$ cat src/rtl/audio_pwm_out.sv
// audio_pwm_out: sample consumer for the board audio jack.
//
// Accepts 8-bit two's-complement samples over a valid/ready handshake and stores them
// as offset binary in a small FIFO. One sample is released per sample tick
// (every SAMPLE_DIV clocks) and rendered as a 256-clock-period PWM stream.
//
// Ports
//   clk          system clock
//   reset        synchronous, active-high reset; has priority over everything
//   en           1 = audio path running, 0 = flush FIFO, hold counters, mute
//   sample_in    signed sample, -128..127
//   sample_valid sample_in holds a sample to transfer
//   sample_ready block can accept a sample this cycle
//   pwm_out      registered PWM bit-stream
//   aud_sd       amplifier enable, en delayed by one clock
//   underrun     sticky: a sample tick found the FIFO empty
//   fifo_level   FIFO occupancy, 0..FIFO_DEPTH
module audio_pwm_out #(
  parameter int unsigned SAMPLE_DIV = 2268,
  parameter int unsigned FIFO_DEPTH = 4
) (
  input  logic       clk,
  input  logic       reset,
  input  logic       en,
  input  logic [7:0] sample_in,
  input  logic       sample_valid,
  output logic       sample_ready,
  output logic       pwm_out,
  output logic       aud_sd,
  output logic       underrun,
  output logic [4:0] fifo_level
);

  localparam int unsigned TickW = (SAMPLE_DIV > 1) ? $clog2(SAMPLE_DIV) : 1;
  localparam int unsigned AddrW = (FIFO_DEPTH > 1) ? $clog2(FIFO_DEPTH) : 1;
  // One extra pointer bit tells full from empty when the address bits match.
  localparam int unsigned PtrW  = AddrW + 1;

  localparam logic [TickW-1:0] TickLast = TickW'(SAMPLE_DIV - 1);
  localparam logic [7:0]       MidScale = 8'd128;

  // State
  logic [7:0]       mem_q [FIFO_DEPTH];
  logic [PtrW-1:0]  wr_ptr_q, wr_ptr_d;
  logic [PtrW-1:0]  rd_ptr_q, rd_ptr_d;
  logic [TickW-1:0] tick_cnt_q, tick_cnt_d;
  logic [7:0]       pwm_cnt_q, pwm_cnt_d;
  logic [7:0]       cur_level_q, cur_level_d;
  logic [7:0]       duty_q, duty_d;
  logic             pwm_q, pwm_d;
  logic             aud_sd_q, aud_sd_d;
  logic             underrun_q, underrun_d;

  // Decoded control
  logic            empty;
  logic            full;
  logic            push;
  logic            pop;
  logic            tick;
  logic [7:0]      head;
  logic [PtrW-1:0] ptr_diff;

  always_comb begin
    empty    = (wr_ptr_q == rd_ptr_q);
    full     = (wr_ptr_q[AddrW] != rd_ptr_q[AddrW]) &&
               (wr_ptr_q[AddrW-1:0] == rd_ptr_q[AddrW-1:0]);
    // Gated by reset so nothing looks acceptable while the block is held in reset.
    sample_ready = en & ~full & ~reset;
    push     = sample_valid & sample_ready;
    tick     = en & (tick_cnt_q == TickLast);
    // Pop decision uses the pre-push state: a push into an empty FIFO on a tick
    // still counts as an underrun and the new sample becomes the head.
    pop      = tick & ~empty;
    head     = mem_q[rd_ptr_q[AddrW-1:0]];
    ptr_diff = wr_ptr_q - rd_ptr_q;
  end

  always_comb begin
    wr_ptr_d    = wr_ptr_q;
    rd_ptr_d    = rd_ptr_q;
    tick_cnt_d  = tick_cnt_q;
    pwm_cnt_d   = pwm_cnt_q;
    cur_level_d = cur_level_q;
    duty_d      = duty_q;
    pwm_d       = pwm_q;
    underrun_d  = underrun_q;
    aud_sd_d    = en;

    if (!en) begin
      // Muted: flush, park counters at zero, return to mid-scale silence.
      wr_ptr_d    = '0;
      rd_ptr_d    = '0;
      tick_cnt_d  = '0;
      pwm_cnt_d   = '0;
      cur_level_d = MidScale;
      duty_d      = MidScale;
      pwm_d       = 1'b0;
      underrun_d  = 1'b0;
    end else begin
      if (push) begin
        wr_ptr_d = wr_ptr_q + PtrW'(1);
      end
      if (pop) begin
        rd_ptr_d = rd_ptr_q + PtrW'(1);
      end

      tick_cnt_d = tick ? '0 : tick_cnt_q + TickW'(1);

      if (tick) begin
        if (empty) begin
          cur_level_d = MidScale;
          underrun_d  = 1'b1;
        end else begin
          cur_level_d = head;
        end
      end

      pwm_cnt_d = pwm_cnt_q + 8'd1;
      // Duty only reloads on the last count of a period, so a period never glitches.
      if (pwm_cnt_q == 8'hFF) begin
        duty_d = cur_level_q;
      end
      pwm_d = (pwm_cnt_q < duty_q);
    end
  end

  always_ff @(posedge clk) begin
    if (reset) begin
      wr_ptr_q    <= '0;
      rd_ptr_q    <= '0;
      tick_cnt_q  <= '0;
      pwm_cnt_q   <= '0;
      cur_level_q <= MidScale;
      duty_q      <= MidScale;
      pwm_q       <= 1'b0;
      aud_sd_q    <= 1'b0;
      underrun_q  <= 1'b0;
    end else begin
      wr_ptr_q    <= wr_ptr_d;
      rd_ptr_q    <= rd_ptr_d;
      tick_cnt_q  <= tick_cnt_d;
      pwm_cnt_q   <= pwm_cnt_d;
      cur_level_q <= cur_level_d;
      duty_q      <= duty_d;
      pwm_q       <= pwm_d;
      aud_sd_q    <= aud_sd_d;
      underrun_q  <= underrun_d;
    end
  end

  // Storage needs no reset: entries are only read between a push and its pop.
  // Samples are stored as offset binary (-128 -> 0, 0 -> 128, 127 -> 255).
  always_ff @(posedge clk) begin
    if (push) begin
      mem_q[wr_ptr_q[AddrW-1:0]] <= sample_in ^ 8'h80;
    end
  end

  assign pwm_out    = pwm_q;
  assign aud_sd     = aud_sd_q;
  assign underrun   = underrun_q;
  assign fifo_level = 5'(ptr_diff);

endmodule

$ cat config.mk
export PLATFORM = sky130hd
export DESIGN_NAME = audio_pwm_out
export DESIGN_NICKNAME = d
export VERILOG_FILES = /design/src/rtl/audio_pwm_out.sv
export SDC_FILE = /design/constraint.sdc
export NUM_CORES = 1
export LEC_CHECK = 0
export ABC_AREA = 1
export ABC_CLOCK_PERIOD_IN_PS = 2700
export CAP_MARGIN = 20
export CELL_PAD_IN_SITES_DETAIL_PLACEMENT = 1
export CELL_PAD_IN_SITES_GLOBAL_PLACEMENT = 2
export CORE_ASPECT_RATIO = 0.75
export CORE_MARGIN = 3
export CORE_UTILIZATION = 37
export DETAILED_ROUTE_END_ITERATION = 8
export PLACE_DENSITY_LB_ADDON = 0.1
export SLEW_MARGIN = 10
export SYNTH_ARGS = -nofsm -noshare
export SYNTH_HDL_FRONTEND = slang
export SYNTH_SLANG_ARGS = --single-unit
export TNS_END_PERCENT = 30
$ cat constraint.sdc
create_clock -name clk -period 2.7 [get_ports clk]
set_input_delay 0.405 -clock clk [delete_from_list [all_inputs] [get_ports clk]]
set_output_delay 0.405 -clock clk [all_outputs]
set_load 0.01 [all_outputs]
==> summary.md <==
| Metric | Value |
|---|---|
| CTS tree | `yes` |
| Vias in the first global route | `2,492` |
| Final setup violation count | `0` |
| Syn_area_per_cell | `9.175 um2` |
| Synth Cell Area | `3413 um2` |
| Drt first-iter violations | `109` |
| # rows | `29` |
| WL final | `7255 um` |
| Number of cells upsized or downsized after cts | `0` |
| Top Ports | `21` |
| Area of the core | `8708 um2` |
| P&R area growth vs syn | `18.00%` |
| Initial Utilization | `0.3920` |
| Total CTS buffers | `9` |
| Post-DR wirelength/cell | `14.14 um` |
| Ant. Diodes | `0` |
| Worst ir drop on vdd | `0.3112 mV` |
| Max-cap violations | `0` |
| Die height | `89.18 um` |
| Critical Path Fanout Max | `4` |
| Share of cells above drive strength 1 | `0.07901` |
| Tot GR Track Use | `0.1532` |
| DIE WIDTH | `116.9 um` |
| Fin nets | `429` |
| Clk_lat worst skew | `330 ps` |
| Final ANT Viol Nets | `0` |
| Via density | `4.819` |
| Detail Placement HPWL | `5295 um` |
| Post-synth top area cell | `edfxtp_1` |
| Non-filler cells, final | `513` |
| Setup_tns | `0 ps` |
| Placed cell count | `497` |
| Outcome | `finished clean` |
| First-pass DRT Iterations | `4` |
| Worst EP required | `2300 ps` |
| Tightest Hold Check Type | `flip-flop to flip-flop` |
| Largest net degree at the start of global routing | `24` |
| Ys async rst share | `0` |
| Clk buf depth | `2` |
| Mapped Cells | `372` |
| Top cell type's share of synthesized area | `0.2815` |
| Minimum clock period | `2558 ps` |
| Synth warn | `0` |
| Antenna violations before repair | `0` |
| Most common cell in the netlist | `nand2_1` |
| # hold bufs at CTS | `0` |
| Remaining Overflow, GRT | `0` |
| Synth Flop Type | `dfxtp_1` |
| RSZ-0062 raised after global routing | `false` |
| Total number of vias | `2,472` |
| Crit. End Element | `output pin` |
| CP Data Arrival Time | `2150 ps` |
| Max-slew violations | `0` |
| CTS root buffer | `clkbuf_16` |
| Drt drc | `0` |
| Power Density | `624.2 nW/um2` |
| Achievable Freq | `0.3909 GHz` |
| Register area share after synthesis | `0.5572` |
| H-Tree Level Count | `3` |
| Clk slew on worst S/H paths | `50 ps` |
| Clk_skew | `7.094 ps` |
| Flops & latches, synth | `79` |
| Port-buffer cells | `18` |
| Clock Sinks | `79` |
| Setup crit start kind | `flip-flop` |
| Post-synth EDFFs | `32` |
| Hold Vio Cnt, Final | `0` |
| RD Place Congestion | `0.7312` |
| Cell variety after synth | `32` |
| Die ar. | `10,430 um2` |
| Final Cycle Share | `0.9476` |
| WS Path Type | `flip-flop to output pin` |
| Synth top area cells | `edfxtp_1 (28%), dfxtp_1 (28%), nand2_1 (6.7%), ha_1 (5.9%), inv_1 (5.3%)` |
| First-pass GRT wire length | `12,180 um` |
| Top cells by count, synth | `nand2_1 (61), inv_1 (48), dfxtp_1 (47), nor2_1 (47), edfxtp_1 (32)` |
| Leak Pwr | `1.598 nW` |
| Setup Buffers After CTS | `0` |
## cell families after synthesis
group	share of synthesized area
xor+xnor	0.01540
flops	0.5572
simple gates	0.1903
other cells	0.001099
fa+ha+maj	0.06452
compound gates	0.1015
buf+inv	0.07001
## sequential cells by signal, summed over array words and instances (netlist names), named ones only
| name | cells |
|---|---|
| rd_ptr_q | 3 |
| pwm_cnt_q | 8 |
| mem_q | 32 |
| aud_sd | 1 |
| underrun | 1 |
| cur_level_q | 8 |
| tick_cnt_q | 12 |
| duty_q | 8 |
| wr_ptr_q | 3 |
| pwm_out | 1 |
## worst max-delay path, cell delays in order (launching register included)
cell and delay [ps]:
dfxtp_1 390, inv_1 120, ha_1 230, fa_1 380
xor2_1 160, clkdlybuf4s50_1 550
## per-stage QoR
step | setup WS (ps) | util | instance area (um2) | total power [mW] | hold slack (ps)
final | 141.6 | 0.4625 | 4028 | 2.514 | 443.9
after global routing | 15.36 | 0.4625 | 4028 | 2.618 | 464.1
after CTS | 113.8 | 0.4625 | 4028 | 2.552 | 449.1
after detailed placement | 393.1 | 0.4283 | 3730 | 1.357 | 435.9
after global placement | 364.4 | 0.4283 | 3730 | 1.356 | 433.6
after floorplan | 841.1 | - | 3417 | 1.318 | 417.5
## cell type report
class,count,area [um2]
Tap cell,108,135.1
Clock inverter,2,12.51
Sequential cell,79,1902
Timing Repair Buffer,25,232.7
Clock buffer,14,285.3
Multi-Input combinational cell,236,1276
Inverter,49,183.9
Fill cell,1005,4681
## placed cells by master (no fill, tap or decap), types with 2 or more instances in the layout
cell / count
clkdlybuf4s50_1: 18
ha_1: 16
nand2_1: 61
buf_4: 7
nor3_1: 4
o21ai_1: 2
nand4_1: 3
nand2_2: 2
clkbuf_8: 2
inv_1: 48
edfxtp_1: 32
o21ai_0: 29
nand3_1: 19
conb_1: 2
o22ai_1: 7
dfxtp_1: 47
a21oi_1: 25
nor2_1: 47
nor2_4: 4
clkbuf_1: 2
xor2_1: 5
clkbuf_16: 10
## layer usage
| metal | part of all wire | global-route usage | up-vias |
|---|---|---|---|
| li1 | - | - | 1269 |
| met1 | 0.52 | 0.2115 | 1171 |
| met2 | 0.44 | 0.2318 | 26 |
| met3 | 0.032 | 0.04533 | 6 |
| met4 | 0.010 | 0.05000 | 0 |
| met5 | 0 | 0 | - |
## report_power, final
group / total (mW) / internal (mW) / switching (mW) / leakage [nW]
Sequential: 1.25 / 1.25 / 0.00447 / 0.669
Combinational: 0.0767 / 0.0321 / 0.0445 / 0.785
Clock: 1.18 / 0.728 / 0.455 / 0.144
## final timing paths
path                                 start                  endpoint  slack (ps)  depth (start not counted)
setup / recovery  wr_ptr_q[0]$_SDFFE_PP0P_             fifo_level[2]         140                          5
setup reg to reg  wr_ptr_q[0]$_SDFFE_PP0P_     mem_q[3][6]$_DFFE_PP_         780                          8
hold / removal    tick_cnt_q[0]$_SDFF_PP0_  tick_cnt_q[0]$_SDFF_PP0_         440                          1
hold reg to reg   tick_cnt_q[0]$_SDFF_PP0_  tick_cnt_q[0]$_SDFF_PP0_         440                          1
No activity file was read; power rests on OpenSTA's default activity.
